### config.mk
export PLATFORM = sky130hd
export DESIGN_NAME = fetch_unit
export DESIGN_NICKNAME = d
export VERILOG_FILES = /design/src/rtl/fetch_pkg.sv /design/src/rtl/fetch_buffer.sv /design/src/rtl/fetch_unit.sv
export SDC_FILE = /design/constraint.sdc
export NUM_CORES = 1
export LEC_CHECK = 0
export ABC_AREA = 1
export CELL_PAD_IN_SITES_DETAIL_PLACEMENT = 1
export CELL_PAD_IN_SITES_GLOBAL_PLACEMENT = 1
export CORE_MARGIN = 5
export CORE_UTILIZATION = 40
export CTS_CLUSTER_SIZE = 40
export DETAILED_ROUTE_END_ITERATION = 16
export PLACE_DENSITY_LB_ADDON = 0.1
export SLEW_MARGIN = 30
export SYNTH_ARGS = -nofsm -noshare
export SYNTH_HDL_FRONTEND = slang
export SYNTH_SLANG_ARGS = --single-unit
### constraint.sdc
create_clock -name clk -period 5.6 [get_ports clk]
set_input_delay 0.56 -clock clk [delete_from_list [all_inputs] [get_ports clk]]
set_output_delay 0.56 -clock clk [all_outputs]
set_load 0.02 [all_outputs]
### src/rtl/fetch_pkg.sv
// fetch_pkg: shared types and constants for the instruction-fetch front end.
//   fetch_state_t  request FSM states (idle, presenting request, awaiting response)
//   fetch_entry_t  one buffered instruction word: valid bit, word tag (addr[31:2]), data
//   FETCH_ENTRIES  number of buffer entries
//   word_tag()     word tag of a byte address
package fetch_pkg;

  typedef enum logic [1:0] {
    FS_IDLE = 2'd0,
    FS_REQ  = 2'd1,
    FS_WAIT = 2'd2
  } fetch_state_t;

  typedef struct packed {
    logic        v;
    logic [29:0] tag;
    logic [31:0] data;
  } fetch_entry_t;

  localparam int FETCH_ENTRIES = 2;

  function automatic logic [29:0] word_tag(input logic [31:0] addr);
    return addr[31:2];
  endfunction

endpackage

### src/rtl/fetch_buffer.sv
// fetch_buffer: 2-entry tagged instruction store.
//   clk, rst       clock / synchronous active-high reset (clears valid bits and pointer)
//   i_pc_tag       tag looked up for the current fetch address
//   i_nxt_tag      tag looked up for the sequential successor (prefetch candidate)
//   i_fill         write i_fill_tag / i_fill_data into the victim entry
//   i_flush        invalidate every entry; wins over a same-cycle fill
//   o_pc_hit       current fetch address is buffered
//   o_nxt_hit      successor address is buffered
//   o_pc_data      data of the hitting entry, zero on a miss
module fetch_buffer
  import fetch_pkg::*;
(
  input  logic        clk,
  input  logic        rst,
  input  logic [29:0] i_pc_tag,
  input  logic [29:0] i_nxt_tag,
  input  logic        i_fill,
  input  logic [29:0] i_fill_tag,
  input  logic [31:0] i_fill_data,
  input  logic        i_flush,
  output logic        o_pc_hit,
  output logic        o_nxt_hit,
  output logic [31:0] o_pc_data
);

  fetch_entry_t               r_ent [FETCH_ENTRIES];
  logic                       r_rr;
  logic [FETCH_ENTRIES-1:0]   w_pc_hit_vec;
  logic [FETCH_ENTRIES-1:0]   w_nxt_hit_vec;
  logic                       w_victim;

  always_comb begin
    w_pc_hit_vec  = '0;
    w_nxt_hit_vec = '0;
    o_pc_data     = '0;
    for (int i = 0; i < FETCH_ENTRIES; i++) begin
      w_pc_hit_vec[i]  = r_ent[i].v && (r_ent[i].tag == i_pc_tag);
      w_nxt_hit_vec[i] = r_ent[i].v && (r_ent[i].tag == i_nxt_tag);
      if (w_pc_hit_vec[i]) begin
        o_pc_data = r_ent[i].data;
      end
    end
  end

  assign o_pc_hit  = |w_pc_hit_vec;
  assign o_nxt_hit = |w_nxt_hit_vec;

  // Never evict the word the core is currently executing from; with no
  // hit, alternate between the entries.
  always_comb begin
    if (w_pc_hit_vec[0]) begin
      w_victim = 1'b1;
    end else if (w_pc_hit_vec[1]) begin
      w_victim = 1'b0;
    end else begin
      w_victim = r_rr;
    end
  end

  // Tag and data fields are deliberately left unreset; only valid bits matter.
  always_ff @(posedge clk) begin
    if (rst) begin
      r_ent[0].v <= 1'b0;
      r_ent[1].v <= 1'b0;
      r_rr       <= 1'b0;
    end else if (i_flush) begin
      r_ent[0].v <= 1'b0;
      r_ent[1].v <= 1'b0;
    end else if (i_fill) begin
      r_ent[w_victim] <= '{v: 1'b1, tag: i_fill_tag, data: i_fill_data};
      r_rr            <= ~r_rr;
    end
  end

endmodule

### src/rtl/fetch_unit.sv
// fetch_unit: instruction-fetch front end with a 2-entry buffer and pc+4 prefetch.
//   clk, rst        clock / synchronous active-high reset
//   pc              fetch address from the core (bits [1:0] ignored)
//   instruction     buffered word at pc, zero when not buffered
//   valid           instruction holds the word at pc
//   flush           invalidate buffer and discard any in-flight response
//   mem_req_valid   read request to instruction memory (held until accepted)
//   mem_req_addr    word-aligned request address
//   mem_req_ready   memory accepts the request when valid && ready
//   mem_resp_valid  in-order read response, one per accepted request
//   mem_resp_data   read data
module fetch_unit
  import fetch_pkg::*;
#(
  parameter logic [31:0] RESET_PC = 32'h0000_0000
) (
  input  logic        clk,
  input  logic        rst,
  input  logic [31:0] pc,
  output logic [31:0] instruction,
  output logic        valid,
  input  logic        flush,
  output logic        mem_req_valid,
  output logic [31:0] mem_req_addr,
  input  logic        mem_req_ready,
  input  logic        mem_resp_valid,
  input  logic [31:0] mem_resp_data
);

  // RESET_PC is descriptive only (no cold prefetch), but it must be word aligned.
  if (RESET_PC[1:0] != 2'b00) begin : g_bad_reset_pc
    $error("fetch_unit: RESET_PC must be word aligned");
  end

  fetch_state_t r_state;
  fetch_state_t w_state_nxt;
  logic [31:0]  r_req_addr;
  logic         r_drop;
  logic         w_drop_nxt;
  logic         w_latch;
  logic         w_fill;
  logic [29:0]  w_pc_tag;
  logic [29:0]  w_nxt_tag;
  logic         w_pc_hit;
  logic         w_nxt_hit;
  logic [31:0]  w_pc_data;
  logic         w_target_vld;
  logic [31:0]  w_target_addr;
  logic         w_unused;

  // Byte offset of pc never selects anything; the +1 on the word tag wraps
  // modulo 2^32 exactly like pc+4.
  assign w_pc_tag  = word_tag(pc);
  assign w_nxt_tag = w_pc_tag + 30'd1;
  assign w_unused  = ^pc[1:0];

  fetch_buffer u_buf (
    .clk         (clk),
    .rst         (rst),
    .i_pc_tag    (w_pc_tag),
    .i_nxt_tag   (w_nxt_tag),
    .i_fill      (w_fill),
    .i_fill_tag  (word_tag(r_req_addr)),
    .i_fill_data (mem_resp_data),
    .i_flush     (flush),
    .o_pc_hit    (w_pc_hit),
    .o_nxt_hit   (w_nxt_hit),
    .o_pc_data   (w_pc_data)
  );

  // Demand miss first; otherwise prefetch the sequential successor.
  assign w_target_vld  = !w_pc_hit || !w_nxt_hit;
  assign w_target_addr = !w_pc_hit ? {w_pc_tag, 2'b00} : {w_nxt_tag, 2'b00};

  always_comb begin
    w_state_nxt = r_state;
    w_drop_nxt  = r_drop;
    w_latch     = 1'b0;
    w_fill      = 1'b0;
    unique case (r_state)
      FS_IDLE: begin
        // Targets are chosen from contents that a flush is about to clear,
        // so selection waits a cycle.
        if (w_target_vld && !flush) begin
          w_latch     = 1'b1;
          w_state_nxt = FS_REQ;
        end
      end
      FS_REQ: begin
        // A request cannot be retracted; its response is discarded instead.
        if (flush) begin
          w_drop_nxt = 1'b1;
        end
        if (mem_req_ready) begin
          w_state_nxt = FS_WAIT;
        end
      end
      FS_WAIT: begin
        if (mem_resp_valid) begin
          w_fill      = !r_drop && !flush;
          w_drop_nxt  = 1'b0;
          w_state_nxt = FS_IDLE;
        end else if (flush) begin
          w_drop_nxt = 1'b1;
        end
      end
      default: begin
        w_state_nxt = FS_IDLE;
      end
    endcase
  end

  always_ff @(posedge clk) begin
    if (rst) begin
      r_state    <= FS_IDLE;
      r_drop     <= 1'b0;
      r_req_addr <= '0;
    end else begin
      r_state <= w_state_nxt;
      r_drop  <= w_drop_nxt;
      if (w_latch) begin
        r_req_addr <= w_target_addr;
      end
    end
  end

  assign mem_req_valid = (r_state == FS_REQ);
  assign mem_req_addr  = r_req_addr;
  assign valid         = w_pc_hit;
  assign instruction   = w_pc_data;

  a_resp_only_in_wait: assert property (
    @(posedge clk) disable iff (rst) mem_resp_valid |-> (r_state == FS_WAIT)
  );

endmodule

==> results.txt, run 1 <==
DR WL/cell: 19.8 µm
Fmax: 0.227 GHz
CTS clock-pin slew for the worst setup and hold paths: 70 ps
GPL Wtd Cong: 0.975
Worst-case clock buffer depth: 2
Pwr dens: 255 mW/mm²
Top sig layer: met4
Clock Skew: 23.8 ps
CP cell instances: clkdlybuf4s50_1 -> inv_1 -> nand2_1 -> nand2_1 -> nor3_1 -> nand4_1 -> or3_1 -> nor2_2 -> buf_4 -> nand3_1 -> nand2_1 -> clkdlybuf4s50_1
Vias: 7979
CTS buffer count: 17
Hold_buf cts: 0
Multi-input gate area: 0.00388 mm²
Fill cells: 2668
Crit path largest cell delay: 670 ps
IO Count: 135
Post-CTS Setup Inserts: 0
Placed cell areas: 0.0105 mm²
Pre-Repair DR Iteration Count: 5
Simple-gate share of the synthesized area: 33.1%
CP most frequent cell: nand2_1
Htree depth: 4
NumNets Final: 1318
DIE AREA: 0.0254 mm²
Port Buffers: 130
DIE WIDTH: 159 µm
Critical-path cell with the highest stage delay: clkdlybuf4s50_1
Vias in the first global route: 8579
Flops & latches, synth: 160
Final Hold Fails: 0
Remaining global-route overflow: 0
DRT iter0 DRCs: 436
Area Overhead vs Synth: 25.0%
Post-CTS Resized: 0
Setup CP Type: input port to output pin
Root buf cell: clkbuf_16
Synth Area in Adders: 0.562%
Crit end category: output pin
Worst-path maximum fanout: 33
Routed WL: 30500 µm
Setup violators final: 0
HP Class: flip-flop to flip-flop
Largest net degree at the start of global routing: 34
Post-route cell area: 0.0111 mm²
Core Rows: 54
P_leak: 4.59 nW
Cell variety after synth: 43
Antenna cells: 0
Final min period: 4400 ps
Share of layout cells above drive strength 1: 5.64%
Cells after DPL: 1506
Mux cell area share after synthesis: 0%
Via density: 5.19
First-pass GRT wire length: 47200 µm
DIE HEIGHT: 159 µm
Synth Area in Compound Gates: 3.85%
Total power: 2.84 mW
Setup TNS: 0 ps
Residual DRC count: 0
Combinational family with the most area after synthesis: simple AND/OR/NAND/NOR gates
TritonCTS Sinks: 160
Clock latency on the worst-skew pair: 440 ps
Cell Count, Final, Fillers Out: 1538
Initial antenna violation count: 0
RSZ-0062 raised after global routing: no
YS warnings: 0
Final Max Tran Viols: 0
FF/Latch Area: 0.00444 mm²
Core area: 0.0219 mm²
DRT met1 WL: 13300 µm
Syn Inst Count: 1119
DP Wirelength: 23700 µm
Starting Density: 40.7%
Tot GR Track Use: 23.7%
Max-cap viol count: 0
Startpoint type of the worst setup path: input port
Mapped Area: 0.00891 mm²
Worst vdd ir: 141 µV
Crit path DAT: 3840 ps
XOR/XNOR Fraction of Synth Area: 5.84%
Worst EP required: 5040 ps
Max-slew headroom: 52.1%
Synthesized area per cell: 7.96 µm²
Met2 wire length: 14600 µm
Tcrit/Tclk final: 78.5%
Register area share after synthesis: 49.9%
Worst slew pin tran: 718 ps
Status: complete, no violations
CTS tree: built
Met3 wire len: 1680 µm
Remaining antenna violation count after routing: 0
[final cells by class]
type | count | area share, %
Sequential cell | 160 | 39.9
Tap cell | 280 | 3.15
Inverter | 109 | 3.67
Clock buffer | 18 | 3.85
Timing Repair Buffer | 145 | 13.1
Multi-Input combinational cell | 812 | 34.9
Clock inverter | 14 | 1.46
[cells in the final DEF, fill, tap and decap left out, types with 20 or more instances in the layout]
cell type / Yosys / routed
clkdlybuf4s50_1: 0 / 130
nand2_1: 391 / 391
xnor2_1: 30 / 30
edfxtp_1: 124 / 124
nor2_1: 112 / 109
nand4_1: 20 / 20
xor2_1: 24 / 24
inv_1: 106 / 106
a21oi_1: 32 / 32
dfxtp_1: 36 / 36
nand3_1: 104 / 104
[through the flow]
step / worst slack, ps / utilization, % / hold slack [ps]
global route: 902 / 50.9 / 506
floorplan: 668 / - / 456
CTS: 1200 / 50.9 / 486
detailed placement: 811 / 48.2 / 464
global placement: 891 / 48.1 / 466
finish: 1200 / 50.9 / 488
[synthesized netlist by cell type (all sizes together)]
cell type  count  area (µm²)
or2            5        31.3
and2           2        12.5
nand4         20         125
clkbuf        20        78.8
o22ai          1        6.26
nand3        105         531
buf           19         113
a21oi         32         160
nand2        397        1520
xor3           2        47.6
o32ai          1        8.76
edfxtp       124        3720
a31o           1        8.76
nor3          16        80.1
xnor2         30         263
o21ai         25         125
o2111ai        2        17.5
nor2         120         509
or3            1        6.26
nor4b          1        8.76
nor4          12        75.1
nor3b          2        15.0
o21bai         1        7.51
ha             4        50.1
xor2          24         210
nand3b         4        30.0
clkinv         1        3.75
conb           1        3.75
and3           1        6.26
a311oi         1        8.76
inv          108         405
dfxtp         36         721
[per-layer routing]
metal	GRT usage (%)	up-vias
met5	0	-
met4	8.49	0
met3	5.28	52
met2	40.3	203
met1	29.7	3830
li1	-	3894
[critical path: cells and delay by family]
| family | cells | cell delay, ps |
|---|---|---|
| buffers and inverters | 4 | 1830 |
| and+or+nand+nor | 8 | 1440 |
[power by group]
part	switching (mW)	total, mW	leakage (nW)	internal [mW]
combinational	0.211	0.347	2.88	0.136
clock	0.561	1.16	0.288	0.601
sequential	0.0223	1.33	1.42	1.31
total	0.794	2.84	4.59	2.04
[logic make-up after synthesis]
| kind of cell | Yosys count |
|---|---|
| other | 1 |
| adders and majority gates | 4 |
| AOI/OAI and AO/OA | 64 |
| buffers and inverters | 148 |
| xor gates and xnor gates | 56 |
| and+or+nand+nor | 686 |
| DFF | 160 |
[sequential cells by signal (all words and copies together), names as in the netlist]
| signal | count |
|---|---|
| r_state | 2 |
| u_buf.r_ent | 126 |
| r_drop | 1 |
| u_buf.r_rr | 1 |
| mem_req_addr | 30 |
[final timing paths]
| check | from | to | slack, ps | depth (start not counted) |
|---|---|---|---|---|
| min | mem_req_addr[27] | u_buf.r_ent[1][57] | 490 | 0 |
| max | pc[5] | instruction[0] | 1200 | 12 |
| max reg2reg | u_buf.r_ent[1][49] | u_buf.r_ent[0][42] | 2240 | 9 |
| min reg2reg | mem_req_addr[27] | u_buf.r_ent[1][57] | 490 | 0 |
Power figures use the tool's default switching activity.
==> run 2, diff against run 1 <==
clock period = 4.25 ns   (was 5.6 ns; I/O delays follow)
==> results.txt, run 2 (synthesized netlist as in run 1, its figures left out) <==
Share of layout cells above drive strength 1: 6.76%
CP cell instances: clkdlybuf4s50_1 -> xnor2_1 -> inv_1 -> nor3_1 -> nand4_1 -> or3_1 -> nor2_2 -> buf_12 -> nand3_1 -> nand2_1 -> clkdlybuf4s50_1
Vias: 8074
Tcrit/Tclk final: 90.1%
Area Overhead vs Synth: 26.1%
Worst-case clock buffer depth: 2
Clock Skew: 12.5 ps
Cells after DPL: 1520
Root buf cell: clkbuf_16
Setup CP Type: input port to output pin
Worst hold stages: 0
Final min period: 3830 ps
Critical-path cell with the highest stage delay: clkdlybuf4s50_1
Remaining antenna violation count after routing: 0
Status: complete, no violations
Largest net degree at the start of global routing: 48
Remaining global-route overflow: 0
GPL Wtd Cong: 0.965
Via density: 5.20
NumNets Final: 1332
Initial antenna violation count: 0
Clock latency on the worst-skew pair: 440 ps
Vias in the first global route: 8498
Pre-Repair DR Iteration Count: 5
Core Rows: 54
DIE HEIGHT: 159 µm
Worst EP required: 3830 ps
Fmax: 0.261 GHz
Fill cells: 2630
Max FFs per register: 126
DIE AREA: 0.0254 mm²
Cell Count, Final, Fillers Out: 1552
Port Buffers: 130
R2r setup slk: 1230 ps
CP most frequent cell: clkdlybuf4s50_1
RSZ-0062 raised after global routing: no
HP Class: flip-flop to flip-flop
Final Max Tran Viols: 0
Crit end category: output pin
Tot GR Track Use: 24.3%
Worst-path maximum fanout: 33
Most frequent cells in the layout: nand2_1, clkdlybuf4s50_1, edfxtp_1
DIE WIDTH: 159 µm
Htree depth: 4
Core area: 0.0219 mm²
R2r startpoint: u_buf.r_ent[1][32]
Final Hold Fails: 0
Residual DRC count: 0
R2R cell count: 11
Setup TNS: 0 ps
Max-cap viol count: 0
IO Count: 135
Pwr dens: 336 mW/mm²
WHS: 483 ps
Post-CTS Setup Inserts: 0
Crit path DAT: 3400 ps
Worst slew pin tran: 658 ps
TritonCTS Sinks: 160
P_leak: 4.66 nW
Crit path largest cell delay: 660 ps
Post-CTS Resized: 0
DP Wirelength: 24400 µm
Max-slew headroom: 56.1%
Routed WL: 31200 µm
Starting Density: 40.7%
Worst vdd ir: 211 µV
Setup crit start: pc[7]
Antenna cells: 0
Most flop-heavy register: u_buf.r_ent
CTS clock-pin slew for the worst setup and hold paths: 70 ps
Hold_buf cts: 0
DRT iter0 DRCs: 452
Hold Crit Start: mem_req_addr[27]
CTS buffer count: 17
First-pass GRT wire length: 48000 µm
Startpoint type of the worst setup path: input port
Commonest non-fill, non-tap cell in the layout: nand2_1
CTS tree: built
DR WL/cell: 20.1 µm
Setup violators final: 0
==> run 2: critical path: cells and delay by family <==
family | cells | cell delay (ps)
XOR/XNOR | 1 | 190
buffers and inverters | 4 | 1600
AND/OR/NAND/NOR | 6 | 1180
==> run 2: power breakdown <==
| part | switching (mW) | leakage, nW | internal (mW) |
|---|---|---|---|
| clock network | 0.763 | 0.288 | 0.790 |
| registers | 0.0306 | 1.42 | 1.72 |
| logic | 0.279 | 2.95 | 0.192 |
| total | 1.07 | 4.66 | 2.70 |
==> run 2: area by class of cell <==
| cell class | instances | area (µm²) | share of cell area, % |
|---|---|---|---|
| inverters | 109 | 409 | 3.64 |
| repair buffers | 159 | 1560 | 13.9 |
| well taps | 280 | 350 | 3.12 |
| clock buffers | 17 | 425 | 3.79 |
| clock inverters | 15 | 166 | 1.48 |
| multi-input cells | 812 | 3880 | 34.6 |
| flip-flops and latches | 160 | 4440 | 39.6 |
==> run 2: layer usage <==
metal	GRT usage, %	part of all wire (%)	vias up
li1	-	-	3930
met1	30.7	43	3862
met2	41.3	48	230
met3	5.95	6.1	52
met4	7.60	2.5	0
met5	0	0	-
==> run 2: metrics by stage <==
step	setup slack (ps)	utilization, %	power [mW]	area (µm²)
after floorplan	-547	-	2.03	8910
after global placement	406	48.6	2.24	10600
after detailed placement	372	48.6	2.26	10600
after CTS	399	51.3	3.80	11200
after global routing	272	51.3	3.92	11200
final	420	51.3	3.77	11200
==> run 2: path summary, 6_finish.rpt <==
| path | endpoint |
|---|---|
| hold / removal | u_buf.r_ent[0][57] |
| hold reg to reg | u_buf.r_ent[0][57] |
| setup reg to reg | u_buf.r_ent[0][4] |
| setup / recovery | instruction[1] |
==> run 3, diff against run 2 <==
CTS_BUF_LIST = sky130_fd_sc_hd__clkbuf_16   (was unset)
CTS_CLUSTER_DIAMETER = 120   (was unset)
==> results of run 3 <==
Same layout as run 2: the final DEF is identical, and so are final timing and power.
